===== src/rtl/alu0_issue_select.sv =====
// rtl/alu0_issue_select.sv - ALU0 collapsing issue queue with oldest-first select and wakeup
// Entry 0 is always the oldest; selected entries are removed and younger ones shift down.
module alu0_issue_select #(
   parameter int DEPTH = 8
) (
   input  logic                     clk,
   input  logic                     rst_n,
   input  logic                     disp_vld,
   output logic                     disp_rdy,
   input  logic [4:0]               disp_op,
   input  logic [19:0]              disp_imm,
   input  logic [5:0]               disp_dest,
   input  logic [5:0]               disp_src1,
   input  logic [5:0]               disp_src2,
   input  logic [5:0]               disp_rob_id,
   input  logic                     disp_src1_rdy,
   input  logic                     disp_src2_rdy,
   input  logic                     wk0_vld,
   input  logic [5:0]               wk0_tag,
   input  logic                     wk1_vld,
   input  logic [5:0]               wk1_tag,
   input  logic                     alu0_stall,
   input  logic                     flush,
   output logic                     ALU0_select_vld,
   output logic [4:0]               ALU0_select_op,
   output logic [19:0]              ALU0_select_imm,
   output logic [5:0]               ALU0_select_dest,
   output logic [5:0]               ALU0_select_source1,
   output logic [5:0]               ALU0_select_source2,
   output logic [5:0]               ALU0_select_ROB_ID,
   output logic [$clog2(DEPTH):0]   iq_count
);

   localparam int IW = $clog2(DEPTH);
   localparam int CW = IW + 1;

   logic        e_vld  [DEPTH];
   logic [4:0]  e_op   [DEPTH];
   logic [19:0] e_imm  [DEPTH];
   logic [5:0]  e_dest [DEPTH];
   logic [5:0]  e_src1 [DEPTH];
   logic [5:0]  e_src2 [DEPTH];
   logic [5:0]  e_rob  [DEPTH];
   logic        e_rdy1 [DEPTH];
   logic        e_rdy2 [DEPTH];

   logic        n_vld  [DEPTH];
   logic [4:0]  n_op   [DEPTH];
   logic [19:0] n_imm  [DEPTH];
   logic [5:0]  n_dest [DEPTH];
   logic [5:0]  n_src1 [DEPTH];
   logic [5:0]  n_src2 [DEPTH];
   logic [5:0]  n_rob  [DEPTH];
   logic        n_rdy1 [DEPTH];
   logic        n_rdy2 [DEPTH];

   logic [DEPTH-1:0] w_rdy1;
   logic [DEPTH-1:0] w_rdy2;
   logic [DEPTH-1:0] elig;
   logic             sel_any;
   logic [IW-1:0]    sel_idx;
   logic             issue;
   logic             disp_acc;
   logic [CW-1:0]    app_idx;

   function automatic logic tag_match(input logic [5:0] tag, input logic v, input logic [5:0] t);
      return v && (t == tag);
   endfunction

   function automatic logic wake(input logic [5:0] tag,
                                 input logic v0, input logic [5:0] t0,
                                 input logic v1, input logic [5:0] t1,
                                 input logic v2, input logic [5:0] t2);
      return tag_match(tag, v0, t0) || tag_match(tag, v1, t1) || tag_match(tag, v2, t2);
   endfunction

   // The result being issued right now forwards combinationally into select so a
   // dependent single-cycle op can issue back-to-back; external wakeups act next cycle.
   always_comb begin
      for (int i = 0; i < DEPTH; i++) begin
         w_rdy1[i] = e_rdy1[i] | wake(e_src1[i], wk0_vld, wk0_tag, wk1_vld, wk1_tag,
                                      ALU0_select_vld, ALU0_select_dest);
         w_rdy2[i] = e_rdy2[i] | wake(e_src2[i], wk0_vld, wk0_tag, wk1_vld, wk1_tag,
                                      ALU0_select_vld, ALU0_select_dest);
         elig[i]   = e_vld[i]
                     & (e_rdy1[i] | tag_match(e_src1[i], ALU0_select_vld, ALU0_select_dest))
                     & (e_rdy2[i] | tag_match(e_src2[i], ALU0_select_vld, ALU0_select_dest));
      end
   end

   always_comb begin
      sel_any = 1'b0;
      sel_idx = '0;
      for (int i = DEPTH - 1; i >= 0; i--) begin
         if (elig[i]) begin
            sel_any = 1'b1;
            sel_idx = IW'(i);
         end
      end
   end

   assign disp_rdy = (iq_count < CW'(DEPTH));
   assign issue    = sel_any && !alu0_stall && !flush;
   assign disp_acc = disp_vld && disp_rdy && !flush;
   assign app_idx  = iq_count - CW'(issue);

   always_comb begin
      int src;
      for (int i = 0; i < DEPTH; i++) begin
         n_vld[i]  = 1'b0;
         n_op[i]   = '0;
         n_imm[i]  = '0;
         n_dest[i] = '0;
         n_src1[i] = '0;
         n_src2[i] = '0;
         n_rob[i]  = '0;
         n_rdy1[i] = 1'b0;
         n_rdy2[i] = 1'b0;
         src = (issue && (i >= int'(sel_idx))) ? i + 1 : i;
         if (src < DEPTH) begin
            n_vld[i]  = e_vld[IW'(src)];
            n_op[i]   = e_op[IW'(src)];
            n_imm[i]  = e_imm[IW'(src)];
            n_dest[i] = e_dest[IW'(src)];
            n_src1[i] = e_src1[IW'(src)];
            n_src2[i] = e_src2[IW'(src)];
            n_rob[i]  = e_rob[IW'(src)];
            n_rdy1[i] = w_rdy1[IW'(src)];
            n_rdy2[i] = w_rdy2[IW'(src)];
         end
         // New entry lands just above the post-collapse top.
         if (disp_acc && (int'(app_idx) == i)) begin
            n_vld[i]  = 1'b1;
            n_op[i]   = disp_op;
            n_imm[i]  = disp_imm;
            n_dest[i] = disp_dest;
            n_src1[i] = disp_src1;
            n_src2[i] = disp_src2;
            n_rob[i]  = disp_rob_id;
            n_rdy1[i] = disp_src1_rdy | wake(disp_src1, wk0_vld, wk0_tag, wk1_vld, wk1_tag,
                                             ALU0_select_vld, ALU0_select_dest);
            n_rdy2[i] = disp_src2_rdy | wake(disp_src2, wk0_vld, wk0_tag, wk1_vld, wk1_tag,
                                             ALU0_select_vld, ALU0_select_dest);
         end
         if (flush) begin
            n_vld[i] = 1'b0;
         end
      end
   end

   always_ff @(posedge clk or negedge rst_n) begin
      if (!rst_n) begin
         e_vld               <= '{default: '0};
         e_op                <= '{default: '0};
         e_imm               <= '{default: '0};
         e_dest              <= '{default: '0};
         e_src1              <= '{default: '0};
         e_src2              <= '{default: '0};
         e_rob               <= '{default: '0};
         e_rdy1              <= '{default: '0};
         e_rdy2              <= '{default: '0};
         iq_count            <= '0;
         ALU0_select_vld     <= 1'b0;
         ALU0_select_op      <= '0;
         ALU0_select_imm     <= '0;
         ALU0_select_dest    <= '0;
         ALU0_select_source1 <= '0;
         ALU0_select_source2 <= '0;
         ALU0_select_ROB_ID  <= '0;
      end else begin
         e_vld  <= n_vld;
         e_op   <= n_op;
         e_imm  <= n_imm;
         e_dest <= n_dest;
         e_src1 <= n_src1;
         e_src2 <= n_src2;
         e_rob  <= n_rob;
         e_rdy1 <= n_rdy1;
         e_rdy2 <= n_rdy2;
         if (flush) begin
            iq_count <= '0;
         end else begin
            iq_count <= iq_count + CW'(disp_acc) - CW'(issue);
         end
         ALU0_select_vld <= issue;
         if (issue) begin
            ALU0_select_op      <= e_op[sel_idx];
            ALU0_select_imm     <= e_imm[sel_idx];
            ALU0_select_dest    <= e_dest[sel_idx];
            ALU0_select_source1 <= e_src1[sel_idx];
            ALU0_select_source2 <= e_src2[sel_idx];
            ALU0_select_ROB_ID  <= e_rob[sel_idx];
         end
      end
   end

endmodule


===== config.mk =====
export PLATFORM = sky130hd
export DESIGN_NAME = alu0_issue_select
export DESIGN_NICKNAME = d
export VERILOG_FILES = /design/src/rtl/alu0_issue_select.sv
export SDC_FILE = /design/constraint.sdc
export NUM_CORES = 1
export LEC_CHECK = 0
export CAP_MARGIN = 20
export CORE_MARGIN = 5
export CORE_UTILIZATION = 50
export CTS_CLUSTER_SIZE = 12
export DETAILED_ROUTE_END_ITERATION = 8
export GPL_TIMING_DRIVEN = 0
export PLACE_DENSITY_LB_ADDON = 0.12
export SYNTH_ARGS = -nofsm -noshare
export SYNTH_HDL_FRONTEND = slang
export SYNTH_SLANG_ARGS = --single-unit

===== constraint.sdc =====
create_clock -name clk -period 5.7 [get_ports clk]
set_input_delay 1.425 -clock clk [delete_from_list [all_inputs] [get_ports clk]]
set_output_delay 1.425 -clock clk [all_outputs]
set_load 0.02 [all_outputs]

==> impl_metrics.toml, run 1 <==
[yosys]
synth_nets = 3206
synth_ff_type = "dfrtp_1"
synth_top_family_by_area = "multiplexers"
synth_area_per_cell_um2 = 9.008
netlist_top_cells_area = "dfrtp_1 (42%), mux2i_1 (15%), nand2_1 (8.1%)"
synth-async-reset-ratio = 1.000
netlist_top_cells_count = "nand2_1 (609), dfrtp_1 (470), mux2i_1 (416)"
synth_cell_type_count = 58
synth_edf_count = 0
synth-xor-area-share = 0.08706
seq_area_frac_synth = 0.4175
synth_top_area_frac = 0.4175
synthAdderAreaFrac = 0.004264
syn_inst = 3127
synth_warnings = 0
synth_compound_area_frac = 0.1381
syn-cell-area_um2 = 28170
synth.area.mux_share = 0.1482
synth_most_common_cell = "nand2_1"
ys_ff_latch = 470
synthSimpleGateAreaFrac = 0.1450
yosys.area.top_type = "dfrtp_1"

[power]
power.density_nw_per_um2 = 474.4
peakVddDrop_mv = 0.2515
p_total_mw = 15.15
p_leak_nw = 15.20

[floorplanning]
coreArea_um2 = 56060
die_area_um2 = 61190
initial_core_util = 0.5025
io_pins = 125
num_rows = 87
die_h_um = 247.4
die_x_um = 247.4

[critical_path]
r2r_cells = 15
worst-path-max-fanout = 19
critical_path.most_common_cell = "ha_1"
cp-start-kind = "flip-flop"
crit_family = "buffers and inverters"
cp.arrival_ns = 6.15
cp_slowest_cell = "clkbuf_1"
worst-path-buf-inv = 5
crit_path_end_kind = "flip-flop"
cp_cell_sequence = "clkbuf_2 > buf_2 > a41oi_1 > o2bb2ai_1 > nor4_1 > nand2b_1 > buf_4 > inv_2 > ha_1 > ha_1 > xor2_1 > nor2_1 > nand2_1 > clkbuf_1 > a31oi_1"
path_class = "flip-flop to flip-flop"
crit_cells = 15
crit_path_max_incr_delay_ns = 0.68
cp.required_ns = 6.14

[routing]
drc = 0
avgViaCountPerCell = 6.366
totalWireLength_um = 116100
routedWlPerCell_um = 28.58
via_count = 25860
antenna_left = 0
dr.first_iter.drc_count = 3416
dr.pass1.iters = 7

[timing]
max-slew-margin-rel = 0.1806
setup_viol_count_final = 1
fmax_ghz = 0.1749
whs_ns = 0.5541
fin_crit_ns = 5.717
finClkSkew_ns = 0.02952
slew_viol_final = 0
rsz0062_at_grt = "false"
fin_crit_sh = 1.003
finalWorstSetupSlack_ns = -0.01672
worstMarginPinSlew_ns = 1.229
final_hold_viol_count = 0

[run_status]
status = "complete, but fails checks"
violations = "setup timing"

[clock_tree]
cts_sinks = 470
cts.path.max_buffers = 3
cts_tree = "done"
cts_hold_buf = 0
post_cts_buffers = 0
cts-root-buf = "clkbuf_16"
clkSlewWorstSetupHoldPaths_ns = 0.07
cts_buffers = 54
htree_levels = 2
insertion_delay_ns = 0.64

[place]
dp.final_hpwl_um = 80140
port_buffers = 75
place_worst_setup_slack_ns = -1.390
gp_congestion = 0.9973

[grt]
grt_max_degree = 122
grt_use_total = 0.3700
grt_antenna_before_repair = 7
grt_pass1_vias = 25420
grt_pass1_wl_um = 168500
overflow = 0

[hold_path]
hold_class = "flip-flop to flip-flop"
min_delay_path_depth = 2

[final_layout]
final_nets = 3341
layout-drive-gt1-share = 0.07119
area_growth_syn_to_layout_pct = 13.33

[run]
maxCapViolCount = 0
==> logic make-up after synthesis <==
kind of cell	count (synthesis)
XOR/XNOR	280
flip-flops	470
adder cells (fa/ha/maj)	9
buffers and inverters	372
multiplexers	417
AND/OR/NAND/NOR	970
AO/OA/AOI/OAI	609
==> worst register-to-register path: cells and delay by family, from the launching register on <==
family | cells | cell delay, ns
simple gates | 4 | 0.99
buf+inv | 5 | 2.21
fa+ha+maj | 2 | 0.50
flops | 1 | 0.63
xor+xnor | 1 | 0.37
compound gates | 3 | 0.82
==> through the flow <==
stage               utilization  setup TNS [ns]  instance area [um2]  cells
CTS                      0.5690               0                31900   4058
finish                   0.5695        -0.01672                31930   4062
global placement         0.5328        -8882.21                29870   3958
detailed placement       0.5356         -320.60                30030   3965
floorplan                     -               0                28170   3127
global route             0.5694               0                31920   4060
==> metal layers <==
metal / global-route usage / vias to the layer above / wire (um)
met3: 0.08335 / 421 / 12190
met5: 0 / - / 24
met4: 0.2272 / 4 / 8001
met1: 0.4836 / 12770 / 44850
met2: 0.5618 / 1675 / 51040
li1: - / 10980 / -
==> state kept, by name (all words and copies together), names as in the netlist, 6 cells and up <==
register and flops:
e_imm 160, e_rdy2 8, ALU0_select_imm 20, e_rdy1 8
ALU0_select_dest 6, e_src1 48, e_dest 48, ALU0_select_ROB_ID 6
ALU0_select_source1 6, e_rob 48, e_vld 8, e_src2 48
e_op 40, ALU0_select_source2 6
==> layout make-up <==
cell class	instances	area [um2]
clock buffers	80	1609
well taps	756	945.9
inverters	10	37.54
clock inverters	15	242.7
repair buffers	83	903.4
flip-flops and latches	470	11760
diodes	5	12.51
plain buffers	358	1658
multi-input cells	2285	14760
fillers	5001	24130
==> placed cells by master, fill, tap and decap left out, types with 6 or more instances in the layout <==
cell type        Yosys  final
a211oi_1            60     60
nor2_1             183    183
buf_6               20     22
nor4_1              33     31
a41o_1               9      9
nor3_1              23     22
o21ai_0            251    251
and2_1              51     51
a21oi_1             15     15
buf_1               49     49
inv_1                9      9
a211o_1             51     51
buf_2               60     61
clkbuf_1           216    202
a31oi_1            151    151
o21a_1              22     22
and3_1               9      7
clkdlybuf4s50_1      0     74
clkbuf_2             0     19
o22ai_1             20     20
dfrtp_1            470    470
clkinv_2             0      6
clkbuf_8             0     16
clkbuf_16            0     54
buf_4               17     19
nor3b_1             10     10
xnor2_1            105    105
mux2i_1            416    416
nand2_1            609    609
xor2_1             175    175
ha_1                 8      8
nand4_1             30     30
==> report_power, final <==
| part | internal, mW | switching, mW |
|---|---|---|
| logic | 2.46 | 3.38 |
| clock network | 2.17 | 1.53 |
| registers | 4.62 | 0.991 |
| total | 9.25 | 5.90 |
==> final timing paths <==
path / startpoint / endpoint / slack, ns
setup / recovery: ALU0_select_vld / e_dest[33] / -0.02
hold / removal: e_dest[2] / e_dest[2] / 0.55
setup reg to reg: ALU0_select_vld / e_dest[33] / -0.02
hold reg to reg: e_dest[2] / e_dest[2] / 0.55
max in group asynchronous: rst_n / e_imm[122] / 3.39
min in group asynchronous: rst_n / iq_count[3] / 0.76
==> repair_timing <==
| item | 4_1_cts | 5_1_grt |
|---|---|---|
| resized for setup | 12 | 21 |
| pin swaps | 0 | 0 |
| endpoints found under the setup margin | 412 | 177 |
Power figures use the tool's default switching activity.
==> inputs of run 2 (changes only) <==
--- a/config.mk
+++ b/config.mk
@@ -6,6 +6,7 @@
 export NUM_CORES = 1
 export LEC_CHECK = 0
 export CAP_MARGIN = 20
+export CORE_ASPECT_RATIO = 1.1
 export CORE_MARGIN = 5
 export CORE_UTILIZATION = 50
 export CTS_CLUSTER_SIZE = 12
==> run 2 against run 1 <==
Effect of this change: the flow now finishes without violations; worst hold slack got worse by 0.0055 ns; die area is essentially flat; setup slack improved by 0.090 ns; cell count decreased by 0.27%; sequential share of layout area grew 0.062 points; sequential power is essentially flat; cell area decreased by 0.17%; global-route usage increased by 0.36 points; core utilization rose by 0.062 points; total power decreased by 0.47%; critical path type unchanged; critical endpoint is now e_op[5]; largest power group unchanged.
==> impl_metrics.toml, run 2 (same netlist as run 1, synthesis figures left out) <==
[clock_tree]
htree_levels = 2
post_cts_buffers = 0
clkSlewWorstSetupHoldPaths_ns = 0.07
cts-root-buf = "clkbuf_16"
insertion_delay_ns = 0.63
cts.path.max_buffers = 3
cts_tree = "done"
cts_hold_buf = 0
cts_sinks = 470
cts_buffers = 54

[critical_path]
worst-path-max-fanout = 19
r2r_slack_ns = 0.07
cp.required_ns = 6.23
cp_slowest_cell = "clkbuf_1"
cp_cell_sequence = "buf_6 > buf_6 > xor2_1 > nor3_1 > a41oi_1 > o2bb2ai_1 > nor4_1 > nand2b_1 > buf_4 > inv_2 > ha_1 > ha_1 > xnor2_1 > nor2_1 > nand2_1 > clkbuf_1 > clkbuf_1 > nor2_1 > a31oi_1"
crit_path_end_kind = "flip-flop"
worst-path-buf-inv = 6
path_class = "flip-flop to flip-flop"
crit_family = "buffers and inverters"
cp-start-kind = "flip-flop"
cp.arrival_ns = 6.16
crit_path_max_incr_delay_ns = 0.65

[timing]
rsz0062_at_grt = "true"
final_hold_viol_count = 0
worstMarginPinSlew_ns = 1.259
finClkSkew_ns = 0.02239
slew_viol_final = 0
fin_crit_ns = 5.626
fin_crit_sh = 0.9871
whs_ns = 0.5486
setup_viol_count_final = 0
max-slew-margin-rel = 0.1606
fmax_ghz = 0.1777

[power]
seqPwrFrac = 0.372
power_frac_comb = 0.389
p_int_mw = 9.190
switching_share = 0.3904
p_sw_mw = 5.885
pwr-share-clk = 0.240
peakVddDrop_mv = 0.2497
power.density_nw_per_um2 = 473.0
p_leak_nw = 15.19

[routing]
routedWlPerCell_um = 29.10
dr.first_iter.drc_count = 3312
antenna_left = 0
totalWireLength_um = 117900
avgViaCountPerCell = 6.401
via_count = 25930
dr.pass1.iters = 9
drc = 0

[final_layout]
layout_common_cells = "nand2_1 (609), dfrtp_1 (470), mux2i_1 (416)"
postLayoutCoreUtil = 0.5701
final_nets = 3342
regMostFlops = "e_imm"
layout_commonest_cell = "nand2_1"
fillCellCount = 5035
layout-drive-gt1-share = 0.07141
finalInstanceArea_um2 = 31870
largest_reg_flops = 160
area_growth_syn_to_layout_pct = 13.14

[place]
placed_area_um2 = 30030
dp.final_hpwl_um = 81480
port_buffers = 75
gp_congestion = 0.9840

[floorplanning]
coreArea_um2 = 55900
die_x_um = 236.3
die_h_um = 258.9
io_pins = 125
die_area_um2 = 61190
initial_core_util = 0.5039
num_rows = 91

[hold_path]
hold_class = "flip-flop to flip-flop"

[grt]
grt_pass1_wl_um = 172400
overflow = 0
grt_use_total = 0.3737
grt_pass1_vias = 25730
grt_antenna_before_repair = 5
grt_max_degree = 120

[run_status]
status = "finished clean"

[run]
maxCapViolCount = 0
[run 2: cell types whose count changed in the layout (fill, tap and decap cells not counted), sizes merged]
cell	before	now
buf	156	161
clkbuf	291	288
clkinv	8	11
diode	5	2
clkinvlp	1	0
[run 2: routing by layer]
metal  up-vias  share of wire  GRT usage
met5         -        0.00033          0
met2      1628           0.44     0.5735
met1     12850           0.38     0.4756
li1      10980              -          -
met4         6          0.076     0.2351
met3       472           0.10    0.09190
[run 2: repair_timing]
action	CTS	global route
endpoints found under the setup margin	413	201
resized for setup	9	45
endpoints found under the hold margin	0	0
cloned	0	0
[run 2: power groups by stage]
stage	registers, mW	logic, mW	clock network (mW)
3_3_place_gp	5.57	5.58	0
4_1_cts	5.55	5.76	3.63
2_1_floorplan	5.49	3.83	0
3_5_place_dp	5.61	5.73	0
6_report	5.60	5.86	3.61
5_1_grt	5.72	6.32	3.77
[run 2: path summary, 6_finish.rpt]
path / start / to / cells past startpoint
max: ALU0_select_dest[5] / e_op[5] / 19
min: e_imm[1] / e_imm[1] / 2
max reg2reg: ALU0_select_dest[5] / e_op[5] / 19
min reg2reg: e_imm[1] / e_imm[1] / 2
max in group asynchronous: rst_n / e_dest[37] / 3
min in group asynchronous: rst_n / iq_count[1] / 1
[run 2: worst register-to-register path, stage by stage (launching register included)]
cell       delay (ns)
dfrtp_1          0.47
buf_6            0.26
buf_6            0.24
xor2_1           0.31
nor3_1           0.10
a41oi_1          0.36
o2bb2ai_1        0.17
nor4_1           0.23
nand2b_1         0.15
buf_4            0.22
inv_2            0.30
ha_1             0.32
ha_1             0.22
xnor2_1          0.47
nor2_1           0.11
nand2_1          0.10
clkbuf_1         0.57
clkbuf_1         0.65
nor2_1           0.09
a31oi_1          0.18
[run 2: cell type report]
type | count | area (um2) | area share
buffer | 359 | 1669 | 0.05237
clock buffer | 81 | 1563 | 0.04903
sequential | 470 | 11760 | 0.3690
tap | 744 | 930.9 | 0.02921
clock inverter | 17 | 239.0 | 0.007498
antenna | 2 | 5.005 | 0.0001570
inverter | 10 | 37.54 | 0.001178
multi-input combinational | 2285 | 14760 | 0.4630
timing repair buffer | 83 | 910.9 | 0.02858
[run 2: per-stage QoR]
stage               power (mW)  cells  worst slack [ns]   TNS, ns
finish                   15.07   4051           0.07371         0
global route             15.80   4049           -0.1456    -2.977
CTS                      14.95   4050          0.002508         0
detailed placement       11.33   3954            -1.506   -365.57
global placement         11.15   3946            -18.21  -8904.64
floorplan                9.320   3127             1.571         0
==> RTL edit, RTL diff (settings of run 1) <==
Reset style: synchronous (`rst_n`), changed in one clocked block.
--- a/src/rtl/alu0_issue_select.sv
+++ b/src/rtl/alu0_issue_select.sv
@@ -148,7 +148,7 @@
       end
    end
 
-   always_ff @(posedge clk or negedge rst_n) begin
+   always_ff @(posedge clk) begin
       if (!rst_n) begin
          e_vld               <= '{default: '0};
          e_op                <= '{default: '0};
Check against the original RTL: not settled (the Yosys comparison gave no result); the edit may change what the design does.
==> RTL edit against run 1 <==
  * The run ends with DRC, setup timing left
  * Area after synthesis down 6.0%
  * Sequential share of layout area is 5.7 points lower
  * Wire length increased by 18%
  * Worst setup slack worse by 0.098 ns
  * Worst hold slack worse by 0.092 ns
  * Sequential cell count did not move
  * Design area down 5.2%
  * Non-clock buffer count grew 75
  * Largest cell class unchanged
Power is not compared: it rests on default switching activity, and its combinational part moved more than twofold at a synthesized area within 25%.
==> RTL edit: results (changes against run 1) <==
| Metric | Value |
|---|---|
| Vias/cell | `6.95 (was 6.37)` |
| Critical path's largest stage delay | `0.54 ns (was 0.68 ns)` |
| Largest net degree at the start of global routing | `16 (was 122)` |
| Setup violators final | `14 (was 1)` |
| Met2 wire length | `57000 um (was 51000 um)` |
| First-pass GRT wire length | `192000 um (was 168000 um)` |
| GP Congestion | `1.06 (was 0.997)` |
| Synth area leaders | `dfxtp_1 36%, mux2i_1 9.3%, nand2_1 5.8%, xor2_1 5.8%, a311oi_1 4.9% (was dfrtp_1 42%, mux2i_1 15%, nand2_1 8.1%, xor2_1 5.4%, o21ai_0 4.5%)` |
| Worst R2R Path Depth | `18 (was 15)` |
| Crit path DAT | `6.30 ns (was 6.15 ns)` |
| Min-delay src | `e_imm[137] (was e_dest[2])` |
| Post-route setup slack | `-0.115 ns (was -0.0167 ns)` |
| Fraction of layout cells with a size suffix above 1 | `6.76% (was 7.12%)` |
| GR Util met2 | `67.5% (was 56.2%)` |
| Vias in the first global route | `27400 (was 25400)` |
| Fin Clk Skew | `0.0629 ns (was 0.0295 ns)` |
| DRC | `1 (was 0)` |
| Post-CTS resize count | `4 (was 12)` |
| Num CTS Buffers | `53 (was 54)` |
| Violations in the final reports | `DRC, setup timing (was setup timing)` |
| Worst R2R End | `e_rob[34] (was e_dest[33])` |
| Hpwl dp | `97800 um (was 80100 um)` |
| Fin nets | `3472 (was 3341)` |
| Pre-CTS setup slack | `-0.621 ns (was -1.39 ns)` |
| Outcome | `complete, but fails checks (unchanged)` |
| Routed length on met3 | `17600 um (was 12200 um)` |
| I/O Buffers | `111 (was 75)` |
| Hold endpoint | `e_imm[157] (was e_dest[2])` |
| Slowest stage cell, crit path | `a41oi_1 (was clkbuf_1)` |
| Worst slew pin tran | `1.27 ns (was 1.23 ns)` |
[RTL edit: cell count changes after synthesis, sizes merged, moves of 59 or more]
cell / before / now
a31oi: 153 / 66
a311oi: 0 / 148
nor2: 184 / 243
nand3: 4 / 111
clkbuf: 216 / 304
mux2i: 416 / 245
dfxtp: 0 / 470
nand2: 609 / 406
dfrtp: 470 / 0
a21oi: 17 / 164
[RTL edit: area by class of cell]
class | count | share of cell area (%)
inverter | 12 | 0.149
sequential | 470 | 31.1
timing repair buffer | 117 | 3.94
buffer | 399 | 5.97
clock buffer | 77 | 5.01
tap | 688 | 2.84
multi-input combinational | 2340 | 50.4
antenna | 1 | 0.00827
clock inverter | 15 | 0.628
[RTL edit: logic make-up (layout without fill, tap and decap cells)]
family,count (synthesis),after routing,share of synthesized area [%]
muxes,245,245,9.27
buffers and inverters,412,620,6.92
AOI/OAI and AO/OA,860,860,23.1
adders and majority gates,9,9,0.454
other,0,1,0
xor gates and xnor gates,281,281,9.30
DFF,470,470,35.6
and+or+nand+nor,945,945,15.4
